==> src/rtl/mch_tx_p2s_if.sv <==
// rtl/mch_tx_p2s_if.sv - start/payload handshake and line outputs of the Manchester frame transmitter
interface mch_tx_p2s_if;
  logic       pls2m;
  logic       start;
  logic [7:0] length;
  logic [7:0] pd0;
  logic [7:0] pd1;
  logic [7:0] pd2;
  logic [7:0] pd3;
  logic       busy;
  logic       done;
  logic       tx_en;
  logic       tx_sd;

  modport master (
    output pls2m, start, length, pd0, pd1, pd2, pd3,
    input  busy, done, tx_en, tx_sd
  );

  modport slave (
    input  pls2m, start, length, pd0, pd1, pd2, pd3,
    output busy, done, tx_en, tx_sd
  );
endinterface

==> src/rtl/mch_tx_p2s.sv <==
// rtl/mch_tx_p2s.sv - Manchester frame transmitter: preamble, sync word and 8-byte body, MSB first
module mch_tx_p2s #(
  parameter int unsigned PRE_BITS  = 16,
  parameter logic [7:0]  SYNC_WORD = 8'h7E,
  parameter logic [7:0]  HDR       = 8'hCC,
  parameter logic [7:0]  PAD       = 8'h00
) (
  input logic         i_clk,
  input logic         i_rst,
  mch_tx_p2s_if.slave io_bus
);

  // Counter also indexes sync/body bits, so it is never narrower than 3 bits.
  localparam int CW = (PRE_BITS > 8) ? $clog2(PRE_BITS) : 3;
  localparam logic [CW-1:0] PRE_LAST = CW'(PRE_BITS - 1);

  typedef enum logic [2:0] {
    S_IDLE = 3'd0,
    S_ARM  = 3'd1,
    S_PRE  = 3'd2,
    S_SYNC = 3'd3,
    S_DATA = 3'd4
  } state_t;

  state_t        r_state;
  logic [63:0]   r_body;
  logic [CW-1:0] r_cnt;
  logic [2:0]    r_byte;
  logic          r_half;
  logic          r_busy;
  logic          r_done;
  logic          r_tx_en;
  logic          r_tx_sd;

  state_t        w_state;
  logic [63:0]   w_body;
  logic [CW-1:0] w_cnt;
  logic [2:0]    w_byte;
  logic          w_half;
  logic          w_busy;
  logic          w_done;
  logic          w_tx_en;
  logic          w_tx_sd;

  state_t        w_adv_state;
  logic [CW-1:0] w_adv_cnt;
  logic [2:0]    w_adv_byte;
  logic          w_last;
  logic          w_cur_bit;

  // Bit value at a frame position; cnt counts sent bits, so bit 7 of a byte goes first.
  function automatic logic frame_bit(state_t st, logic [2:0] cnt, logic [2:0] bidx,
                                     logic [63:0] body);
    logic [5:0] pos;
    pos = 6'd63 - {bidx, cnt};
    case (st)
      S_PRE:   frame_bit = ~cnt[0];
      S_SYNC:  frame_bit = SYNC_WORD[3'd7 - cnt];
      S_DATA:  frame_bit = body[pos];
      default: frame_bit = 1'b0;
    endcase
  endfunction

  assign w_cur_bit = frame_bit(r_state, r_cnt[2:0], r_byte, r_body);

  always_comb begin
    w_adv_state = r_state;
    w_adv_cnt   = r_cnt + CW'(1);
    w_adv_byte  = r_byte;
    w_last      = 1'b0;
    case (r_state)
      S_PRE: begin
        if (r_cnt == PRE_LAST) begin
          w_adv_state = S_SYNC;
          w_adv_cnt   = '0;
        end
      end
      S_SYNC: begin
        if (r_cnt[2:0] == 3'd7) begin
          w_adv_state = S_DATA;
          w_adv_cnt   = '0;
          w_adv_byte  = 3'd0;
        end
      end
      S_DATA: begin
        if (r_cnt[2:0] == 3'd7) begin
          if (r_byte == 3'd7) begin
            w_last = 1'b1;
          end else begin
            w_adv_cnt  = '0;
            w_adv_byte = r_byte + 3'd1;
          end
        end
      end
      default: ;
    endcase
  end

  always_comb begin
    w_state = r_state;
    w_body  = r_body;
    w_cnt   = r_cnt;
    w_byte  = r_byte;
    w_half  = r_half;
    w_busy  = r_busy;
    w_done  = 1'b0;
    w_tx_en = r_tx_en;
    w_tx_sd = r_tx_sd;
    case (r_state)
      S_IDLE: begin
        if (io_bus.start) begin
          w_state = S_ARM;
          w_busy  = 1'b1;
          w_body  = {HDR, io_bus.length, io_bus.pd0, io_bus.pd1,
                     io_bus.pd2, io_bus.pd3, PAD, PAD};
        end
      end
      S_ARM: begin
        if (io_bus.pls2m) begin
          w_state = S_PRE;
          w_cnt   = '0;
          w_byte  = 3'd0;
          w_half  = 1'b0;
          w_tx_en = 1'b1;
          w_tx_sd = frame_bit(S_PRE, 3'd0, 3'd0, r_body);
        end
      end
      S_PRE, S_SYNC, S_DATA: begin
        if (io_bus.pls2m) begin
          if (!r_half) begin
            w_half  = 1'b1;
            w_tx_sd = ~w_cur_bit;
          end else if (w_last) begin
            w_state = S_IDLE;
            w_cnt   = '0;
            w_byte  = 3'd0;
            w_half  = 1'b0;
            w_busy  = 1'b0;
            w_done  = 1'b1;
            w_tx_en = 1'b0;
            w_tx_sd = 1'b0;
          end else begin
            // Second half done: step to the next bit and put its first half on the line.
            w_half  = 1'b0;
            w_state = w_adv_state;
            w_cnt   = w_adv_cnt;
            w_byte  = w_adv_byte;
            w_tx_sd = frame_bit(w_adv_state, w_adv_cnt[2:0], w_adv_byte, r_body);
          end
        end
      end
      default: begin
        w_state = S_IDLE;
        w_busy  = 1'b0;
        w_tx_en = 1'b0;
        w_tx_sd = 1'b0;
      end
    endcase
  end

  always_ff @(posedge i_clk) begin
    if (!i_rst) begin
      r_state <= S_IDLE;
      r_body  <= '0;
      r_cnt   <= '0;
      r_byte  <= 3'd0;
      r_half  <= 1'b0;
      r_busy  <= 1'b0;
      r_done  <= 1'b0;
      r_tx_en <= 1'b0;
      r_tx_sd <= 1'b0;
    end else begin
      r_state <= w_state;
      r_body  <= w_body;
      r_cnt   <= w_cnt;
      r_byte  <= w_byte;
      r_half  <= w_half;
      r_busy  <= w_busy;
      r_done  <= w_done;
      r_tx_en <= w_tx_en;
      r_tx_sd <= w_tx_sd;
    end
  end

  assign io_bus.busy  = r_busy;
  assign io_bus.done  = r_done;
  assign io_bus.tx_en = r_tx_en;
  assign io_bus.tx_sd = r_tx_sd;

endmodule

==> src/flat_wrapper.sv <==
// flat-port wrapper written by rule: the top's interface ports become plain ports
module mch_tx_p2s_flat 
#(
  parameter int unsigned PRE_BITS  = 16,
  parameter logic [7:0]  SYNC_WORD = 8'h7E,
  parameter logic [7:0]  HDR       = 8'hCC,
  parameter logic [7:0]  PAD       = 8'h00
)
  (i_clk, i_rst, io_bus_pls2m, io_bus_start, io_bus_length, io_bus_pd0, io_bus_pd1, io_bus_pd2, io_bus_pd3, io_bus_busy, io_bus_done, io_bus_tx_en, io_bus_tx_sd);
  mch_tx_p2s_if io_bus_i ();
  input logic i_clk;
  input logic i_rst;
  input wire logic [$bits(io_bus_i.pls2m)-1:0] io_bus_pls2m;
  input wire logic [$bits(io_bus_i.start)-1:0] io_bus_start;
  input wire logic [$bits(io_bus_i.length)-1:0] io_bus_length;
  input wire logic [$bits(io_bus_i.pd0)-1:0] io_bus_pd0;
  input wire logic [$bits(io_bus_i.pd1)-1:0] io_bus_pd1;
  input wire logic [$bits(io_bus_i.pd2)-1:0] io_bus_pd2;
  input wire logic [$bits(io_bus_i.pd3)-1:0] io_bus_pd3;
  output wire logic [$bits(io_bus_i.busy)-1:0] io_bus_busy;
  output wire logic [$bits(io_bus_i.done)-1:0] io_bus_done;
  output wire logic [$bits(io_bus_i.tx_en)-1:0] io_bus_tx_en;
  output wire logic [$bits(io_bus_i.tx_sd)-1:0] io_bus_tx_sd;
  assign io_bus_i.pls2m = io_bus_pls2m;
  assign io_bus_i.start = io_bus_start;
  assign io_bus_i.length = io_bus_length;
  assign io_bus_i.pd0 = io_bus_pd0;
  assign io_bus_i.pd1 = io_bus_pd1;
  assign io_bus_i.pd2 = io_bus_pd2;
  assign io_bus_i.pd3 = io_bus_pd3;
  assign io_bus_busy = io_bus_i.busy;
  assign io_bus_done = io_bus_i.done;
  assign io_bus_tx_en = io_bus_i.tx_en;
  assign io_bus_tx_sd = io_bus_i.tx_sd;
  mch_tx_p2s #(.PRE_BITS(PRE_BITS), .SYNC_WORD(SYNC_WORD), .HDR(HDR), .PAD(PAD)) u_core (.i_clk(i_clk), .i_rst(i_rst), .io_bus(io_bus_i));
endmodule
==> config.mk <==
export PLATFORM = sky130hd
export DESIGN_NAME = mch_tx_p2s_flat
export DESIGN_NICKNAME = d
export VERILOG_FILES = /design/src/rtl/mch_tx_p2s_if.sv /design/src/rtl/mch_tx_p2s.sv /design/src/flat_wrapper.sv
export SDC_FILE = /design/constraint.sdc
export NUM_CORES = 1
export LEC_CHECK = 0
export BUFFER_PORTS_ARGS = -buffer_cell sky130_fd_sc_hd__buf_2
export CAP_MARGIN = 20
export CORE_MARGIN = 1
export CORE_UTILIZATION = 42
export CTS_CLUSTER_DIAMETER = 150
export DETAILED_ROUTE_END_ITERATION = 7
export SYNTH_ARGS = -nofsm -noshare
export SYNTH_HDL_FRONTEND = slang
export SYNTH_SLANG_ARGS = --single-unit
==> constraint.sdc <==
create_clock -name i_clk -period 2.9 [get_ports i_clk]
set_input_delay 0.29 -clock i_clk [delete_from_list [all_inputs] [get_ports i_clk]]
set_output_delay 0.29 -clock i_clk [all_outputs]
set_load 0.01 [all_outputs]
# --- Word-level counts from Yosys, hierarchy flattened ---
# Memory sizes are Yosys's and may differ from the RTL's.
# Cells that the tools add are included.
word_totals:
  register_bits: 56
  output_inout_bits: 4
  word_cells: 107
  mem_count: 2
  romBits: 16
memory_table:
  columns: ["memory", "words", "word_bits", "rd", "rd_clocked_by_memory_dff", "write_ports", "line", "source"]
  rows:
  - ["(no name shown)", 8, 1, 1, 0, 0, "mch_tx_p2s.sv:58", "S_SYNC: frame_bit = SYNC_WORD[3'd7 - cnt];"]
  - ["(no name shown)", 8, 1, 1, 0, 0, "mch_tx_p2s.sv:58", null]
classes:
  eq_ne: 15
  addsub: 6
  bitwise: 5
  magnitude_cmp: 4
  n_mux: 55
  reduce_logical: 11
ops:
  columns: ["cell", "count"]
  rows:
  - ["3-bit 2-to-1 mux", 14]
  - ["4-bit 2-to-1 mux", 8]
  - ["1-bit 2-to-1 mux", 19]
  - ["3-bit one-hot mux with 2 select lines", 3]
  - ["1-bit one-hot mux with 3 select lines", 5]
  - ["6-bit by 7-bit < comparator with 1-bit output (second input constant)", 2]
  - ["1-bit binary-select mux with 6-bit select", 2]
  - ["3-bit by 2-bit == test with 1-bit output (second input constant)", 4]
  - ["3-bit == test (second input constant)", 4]
  - ["4-bit one-hot mux with 3 select lines", 1]
  - ["4-bit AND reduction", 3]
  - ["6-bit subtractor (first input constant)", 2]
  - ["5-bit AND reduction", 2]
  - ["3-bit one-hot mux with 3 select lines", 1]
  - ["3-bit by 4-bit < comparator with 1-bit output (second input constant)", 2]
  - ["4-bit one-hot mux with 2 select lines", 1]
  - ["2-bit != test (second input constant)", 3]
  - ["3-bit AND reduction", 2]
  - ["3-bit subtractor (first input constant)", 2]
  - ["1-bit inverter", 5]
  - ["4-bit by 1-bit adder with 4-bit output (second input constant)", 1]
  - ["4-bit == test (second input constant)", 1]
  - ["2-bit by 1-bit != test with 1-bit output (second input constant)", 2]
  - ["3-bit by 1-bit adder with 3-bit output (second input constant)", 1]
  - ["6 further kinds", 6]

# --- Longest topological paths before layout ---
# Gate-level depths: netlist of run 1.
logic_depth:
  word_depth: 12
  depth_mapped: 12
  ltp_nobuf: 9

# --- Least setup slack after synthesis of run 1 ---
# OpenSTA, ideal clock, no wires.
synth_path:
  kind: "reg2reg"
  startpoint: "register u_core.r_cnt[0]"
  endpoint: "register u_core.r_tx_sd, in the netlist u_core.io_bus.tx_sd"
  path_buffers: 4
  period_less_slack_ns: 2.759
  slack_ns: 0.141
  t_arrival_ns: 2.623
  stages_incl_launch_ff: 13
  setup_ns: 0.136
  required_ns: 2.764
  cell_sequence: "dfxtp_1 -> buf_6 -> buf_2 -> clkinv_1 -> ha_1 -> clkbuf_1 -> buf_1 -> mux2i_1 -> a21oi_1 -> o221ai_1 -> a21oi_1 -> a211oi_1 -> o221ai_1"
synth_between:
  elab_chain_len: 12
  word_cells_on_any_way: 40
  cone_classes: "add/sub (5); eq/ne (5); mux (25); bitwise (3); memory (2)"
synth_rtl:
  columns: ["item", "line", "source"]
  rows:
  - ["start, declared", "mch_tx_p2s.sv:27", "logic [CW-1:0] r_cnt;"]
  - ["start signal, assigned", "mch_tx_p2s.sv:175", "r_cnt <= w_cnt;"]
  - ["4-bit by 1-bit adder with 4-bit output", "mch_tx_p2s.sv:68", "w_adv_cnt = r_cnt + CW'(1);"]
  - ["4-bit 2-to-1 mux", "mch_tx_p2s.sv:87", "if (r_byte == 3'd7) begin"]
  - ["4-bit 2-to-1 mux", "mch_tx_p2s.sv:86", "if (r_cnt[2:0] == 3'd7) begin"]
  - ["4-bit one-hot mux with 3 select lines", "mch_tx_p2s.sv:71", "case (r_state)"]
  - ["6-bit subtractor or 3-bit subtractor (tied branches)", "mch_tx_p2s.sv:55, mch_tx_p2s.sv:58", null]
  - ["1-bit binary-select mux with 6-bit select or memory read 8 x 1 bit (tied branches)", null, null]
  - ["1-bit 2-to-1 mux, on equally long branches", "mch_tx_p2s.sv:59, mch_tx_p2s.sv:58", null]
  - ["1-bit one-hot mux with 3 select lines", "mch_tx_p2s.sv:56", "case (st)"]
  - ["1-bit 2-to-1 mux", "mch_tx_p2s.sv:133", "end else if (w_last) begin"]
  - ["1-bit 2-to-1 mux (*)", "mch_tx_p2s.sv:130", "if (!r_half) begin"]
  - ["1-bit 2-to-1 mux (*)", "mch_tx_p2s.sv:129", "if (io_bus.pls2m) begin"]
  - ["1-bit one-hot mux with 3 select lines (*)", "mch_tx_p2s.sv:109", "case (r_state)"]
  - ["end signal, assigned", "mch_tx_p2s.sv:181", "r_tx_sd <= w_tx_sd;"]
  - ["end, declared", "mch_tx_p2s.sv:33", "logic r_tx_sd;"]
# Mark *: on every way between the ends. The rest lies on a longest branch, timed or not. The select of a mux whose other input is x is not followed.
# A chain may end at the register's enable or synchronous reset.

# --- Final worst setup path of run 1 ---
layout_path:
  startpoint: "register u_core.r_cnt[1]"
  endpoint: "register u_core.r_tx_sd, in the netlist u_core.io_bus.tx_sd"
# Same word-level chain as after synthesis.

==> results of run 1 <==
-- synthesized netlist by cell type (4+ instances only) --
master    instances
mux2i_1          12
o22ai_1           6
a31oi_1           5
nor3_1            5
ha_1              6
inv_1             6
a211oi_1          6
o221ai_1          5
nand3_1           7
nand2_1         104
a21boi_0         43
nor2_1           24
buf_2             4
clkbuf_1         26
o21ai_0          16
o211ai_1          5
mux2_2            6
a21oi_1          23
and2_1            8
nor2b_1           6
dfxtp_1          56
mux4_1            7
-- layer usage --
metal	wire length, um	up-vias	global-route usage
met1	4240	1487	0.294
met4	165	0	0.0628
met3	398	12	0.0402
met5	0	-	0
li1	-	1629	-
met2	3840	72	0.334
-- power by group --
group	switching [mW]	internal, mW
Clock	0.257	0.165
Sequential	0.0414	0.815
Combinational	0.123	0.113
-- per-stage QoR --
| stage | hold WS, ns | util |
|---|---|---|
| 2_1_floorplan | 0.435 | - |
| 3_3_place_gp | 0.465 | 0.490 |
| 3_5_place_dp | 0.473 | 0.490 |
| 4_1_cts | 0.208 | 0.500 |
| 5_1_grt | 0.206 | 0.500 |
| 6_report | 0.213 | 0.500 |
-- logic make-up (layout without fill, tap and decap cells) --
logic type / Yosys count / in the layout / synth area share
buffers and inverters: 41 / 79 / 0.0479
flip-flops: 56 / 56 / 0.323
XOR/XNOR: 1 / 1 / 0.00252
adder cells (fa/ha/maj): 6 / 6 / 0.0216
AND/OR/NAND/NOR: 172 / 172 / 0.221
AO/OA/AOI/OAI: 130 / 130 / 0.258
multiplexers: 28 / 28 / 0.126
-- worst paths after layout --
kind                     start                   to  slack (ns)  cells after the start
max            u_core.r_cnt[1]  u_core.io_bus.tx_sd        0.28                      9
min              io_bus_pd3[0]    u_core.r_body[16]        0.21                      3
max reg2reg    u_core.r_cnt[1]  u_core.io_bus.tx_sd        0.28                      9
min reg2reg  u_core.r_body[22]    u_core.r_body[22]        0.48                      2
-- final cells by class --
class | instances | share of cell area
Timing Repair Buffer | 65 | 0.0975
Sequential cell | 56 | 0.286
Clock buffer | 5 | 0.0175
Multi-Input combinational cell | 337 | 0.557
Clock inverter | 2 | 0.00319
Tap cell | 102 | 0.0325
Inverter | 7 | 0.00669
-- worst reg2reg max path, stage by stage (launching register included) --
cell	delay (ns)
dfxtp_1	0.42
ha_1	0.26
ha_1	0.24
a21boi_0	0.26
mux2i_1	0.15
mux2_2	0.32
a311oi_1	0.25
a311oi_1	0.13
a211oi_1	0.32
o221ai_1	0.16
-- sequential cells by signal, indices dropped and copies added (netlist names) --
register	cells
u_core.io_bus.tx_en	1
u_core.r_body	41
u_core.io_bus.tx_sd	1
u_core.r_state	3
u_core.r_half	1
u_core.io_bus.done	1
u_core.r_cnt	4
u_core.io_bus.busy	1
u_core.r_byte	3
==> metrics.cfg, run 1 <==
[timing]
finalCriticalPeriod_ns = 2.62
relSlewSlack = 0.467
tightest_slew_ns = 0.799
setup_slack_ns = 0.278
rsz0062_at_grt = no
clock_skew_ns = 0.00551
slew_violations = 0
final-setup-viol-count = 0
setup_tns_ns = 0
period_share = 0.904
fmax_mhz = 381
hold_viol_final = 0

[synth]
synth.net_count = 484
ys_types = 55
ys_top_cells_by_area = dfxtp_1, nand2_1, a21boi_0
synth_top_area_frac = 0.323
synth_area_um2 = 3470
yosysSeqAreaShare = 0.323
synthCells = 434
synth_warnings = 0
ys_ff_latch = 56
synthFlopType = dfxtp_1
avgSynthCellArea_um2 = 8.00
async_flop_share = 0
synth_enable_flop_cells = 0
synth_top_area_cell = dfxtp_1

[finish]
fill_cells = 837
n_antenna_cell = 0
regArea_um2 = 1120
final_cell_mix = nand2_1, dfxtp_1, buf_2
final_common_cell = nand2_1
fin_cells = 574
drive_gt1_frac = 0.184
areaGrowthSynthToFinish_pct = 13.1
fin_area_um2 = 3930
multi_input_area_um2 = 2190
num-nets-final = 522

[cts]
tritoncts = done
ctsLongestPathBuffers = 2
worstSkewPairLatency_ns = 0.31
postCtsResizedCells = 0
cts_inserted_buffers = 5
cts_setup_buffers = 0
clk_pin_slew_ns = 0.10
clock_sinks = 56
cts-root-buf = clkbuf_8
cts_hold_buf = 0
cts_max_level = 2

[min_path]
hp-class = input pin to flip-flop

[floorplanning]
rows = 32
die_h_um = 92.9
io_pins = 48
die_w_um = 92.9
die-area_um2 = 8630
initial_core_util = 0.442
fp.coreArea_um2 = 7850

[detailed_routing]
routed_wl_mm = 8.65
final_antenna_net_count = 0
wl_per_cell_um = 15.1
first_pass_iters = 4
viasPerCell = 5.57
drc = 0
drt-initial-drc-count = 238
dr_total_vias = 3200

[placement]
port_buffers = 47
dp_hpwl_mm = 6.34
placed_cell_area_um2 = 3840
dp_slack_ns = 0.314
place_congestion = 0.917
placed_cells = 567

[critical_path]
crit_path_start_kind = flip-flop
worstPathRequired_ns = 3.09
cp_data_arrival_time_ns = 2.81
worst-path-buf-inv = 0
slowest_stage = dfxtp_1
worst_path_largest_cell_delay_ns = 0.42
critical_path.top_delay_family = compound AO/OA/AOI/OAI gates
crit_path_end_kind = flip-flop
critPathKind = flip-flop to flip-flop
path_cells = ha_1 -> ha_1 -> a21boi_0 -> mux2i_1 -> mux2_2 -> a311oi_1 -> a311oi_1 -> a211oi_1 -> o221ai_1
path_max_fanout = 5

[power_and_ir_drop]
power_density_nw_per_um2 = 386
p_leak_nw = 1.51
finalPower_mw = 1.51
ir_drop_uv = 207

[global_routing]
track_usage = 0.212
grt_pass1_wl_mm = 14.7
overflow = 0
antenna_found_initial = 0
grt_pass1_vias = 3043
grt_max_degree = 56

[run_status]
status = finished, final reports clean

[run]
max-cap-violations = 0

Note: power is estimated with default switching activity, not from simulation.
==> inputs of run 2 (changes only) <==
- ABC_AREA: default -> 1
- CTS_BUF_LIST: default -> sky130_fd_sc_hd__clkbuf_8
==> metrics.cfg, run 2 <==
[run_status]
status = finished, final reports clean

[cts]
cts-root-buf = clkbuf_8
cts_setup_buffers = 0
postCtsResizedCells = 0
cts_max_level = 2
tritoncts = done
clock_sinks = 56
cts_inserted_buffers = 5
clk_pin_slew_ns = 0.10
worstSkewPairLatency_ns = 0.31
cts_hold_buf = 0
ctsLongestPathBuffers = 2

[critical_path]
reg2reg_depth = 21
reg2reg_to = u_core.io_bus.tx_sd
crit_path_end_kind = flip-flop
critPathKind = flip-flop to flip-flop
crit_path_start_kind = flip-flop
timing.critical_path.from = u_core.r_cnt[0]
endpoint = u_core.io_bus.tx_sd
path_max_fanout = 23
worstPathRequired_ns = 3.15
rr_startpoint = u_core.r_cnt[0]
cp_data_arrival_time_ns = 2.76
regToRegSetupSlack_ns = 0.39

[detailed_routing]
drt-initial-drc-count = 168
routed_wl_mm = 8.91
drc = 0
viasPerCell = 5.18
wl_per_cell_um = 13.7
dr_total_vias = 3362
first_pass_iters = 4
final_antenna_net_count = 0

[floorplanning]
rows = 32
io_pins = 48
die_h_um = 90.8
fp.coreArea_um2 = 7690
initial_core_util = 0.431
die-area_um2 = 8240
die_w_um = 90.8

[finish]
fin_cells = 649
largest_register_ff_count = 41
n_antenna_cell = 0
areaGrowthSynthToFinish_pct = 13.1
drive_gt1_frac = 0.159
top_register = u_core.r_body
num-nets-final = 596
final_common_cell = nand2_1
reg.largest.list = u_core.r_body (41), u_core.r_cnt (4)
fill_cells = 831
final_cell_mix = nand2_1, a21oi_1, nand3_1

[timing]
tightest_slew_ns = 0.549
finalCriticalPeriod_ns = 2.51
setup_tns_ns = 0
period_share = 0.865
rsz0062_at_grt = no
hold_viol_final = 0
slew_violations = 0
relSlewSlack = 0.632
final-setup-viol-count = 0
fmax_mhz = 399
clock_skew_ns = 0.00755

[power_and_ir_drop]
p_leak_nw = 1.59
ir_drop_uv = 203
power_density_nw_per_um2 = 506

[placement]
place_congestion = 0.902
dp_hpwl_mm = 6.59
placed_cells = 641
port_buffers = 47

[synth]
synth.net_count = 557
ys_top_cells_by_area = dfxtp_1, a21oi_1, nand3_1
ys_types = 35
synth_enable_flop_cells = 0
synth_top_area_cell = dfxtp_1
synth_top_area_frac = 0.339
synth_commonest_cells = nand2_1, a21oi_1, nand3_1, inv_1, o21ai_0
async_flop_share = 0
yosysSeqAreaShare = 0.339
synthCells = 507
synth_warnings = 0
synthFlopType = dfxtp_1
avgSynthCellArea_um2 = 6.53
yosysMostFrequentCell = nand2_1
synth_area_um2 = 3310
ys_ff_latch = 56

[global_routing]
grt_pass1_wl_mm = 15.2
track_usage = 0.229
grt_max_degree = 77
grt_pass1_vias = 3215
antenna_found_initial = 0
overflow = 0

[min_path]
hp-class = input pin to flip-flop

[run]
max-cap-violations = 0

-- run 2: area by class of cell --
type                            instances  area [um2]  area share
Clock buffer                            6        82.6      0.0221
Tap cell                              102         128      0.0341
Timing Repair Buffer                   60         345      0.0923
Multi-Input combinational cell        352        1790       0.477
Inverter                               71         269      0.0719
Sequential cell                        56        1120       0.300
Clock inverter                          2        11.3     0.00301
-- run 2: layer usage --
layer,track usage,wire [um],up-vias
li1,-,-,1761
met1,0.306,4370,1486
met2,0.361,3900,93
met3,0.0354,398,22
met4,0.106,233,0
met5,0,0,-
-- run 2: power breakdown --
part | switching, mW | leakage (nW) | internal (mW)
logic | 0.333 | 1.08 | 0.191
registers | 0.0617 | 0.462 | 0.860
clock network | 0.256 | 0.0486 | 0.191
total | 0.651 | 1.59 | 1.24
-- run 2: cells by family after synthesis --
kind of cell / share of synthesized area
AND/OR/NAND/NOR: 0.269
XOR/XNOR: 0.00265
adder cells (fa/ha/maj): 0.0227
AO/OA/AOI/OAI: 0.244
buffers and inverters: 0.123
flip-flops: 0.339
-- run 2: through the flow --
step	setup slack, ns	utilization	power (mW)	hold WS, ns	cell area, um2
final	0.391	0.487	1.89	0.249	3740
after global routing	0.0979	0.487	2.02	0.262	3740
after CTS	0.415	0.487	1.92	0.238	3740
after detailed placement	0.446	0.475	1.46	0.459	3650
after global placement	0.493	0.475	1.46	0.459	3650
after floorplan	0.639	-	1.33	0.428	3310
-- run 2: worst min path at each step --
stage	to	startpoint	slack, ns	depth (start not counted)
after floorplan	u_core.r_body[19]	i_rst	0.43	2
after global placement	u_core.io_bus.busy	u_core.io_bus.busy	0.46	2
after detailed placement	u_core.r_body[31]	u_core.r_body[31]	0.46	2
after global routing	u_core.r_body[44]	io_bus_pd0[4]	0.26	3
after CTS	u_core.r_body[47]	io_bus_pd0[7]	0.24	3
final	u_core.r_body[35]	io_bus_pd1[3]	0.25	3
-- run 2: worst max-delay path, stage by stage (launching register included) --
cell and delay (ns):
dfxtp_1 0.34, ha_1 0.24, ha_1 0.23, nand2_1 0.08
nand3_1 0.09, nand2_1 0.11, nand2_2 0.06, nand2_4 0.13
nand2_4 0.17, inv_1 0.15, nand2_1 0.06, nand3_1 0.06
nand3_1 0.07, nor2_1 0.12, nor2_1 0.06, nor2_1 0.08
nand2_1 0.07, nand2_1 0.06, nand2_1 0.05, nand2_1 0.05
nand2_1 0.05, a21oi_2 0.10
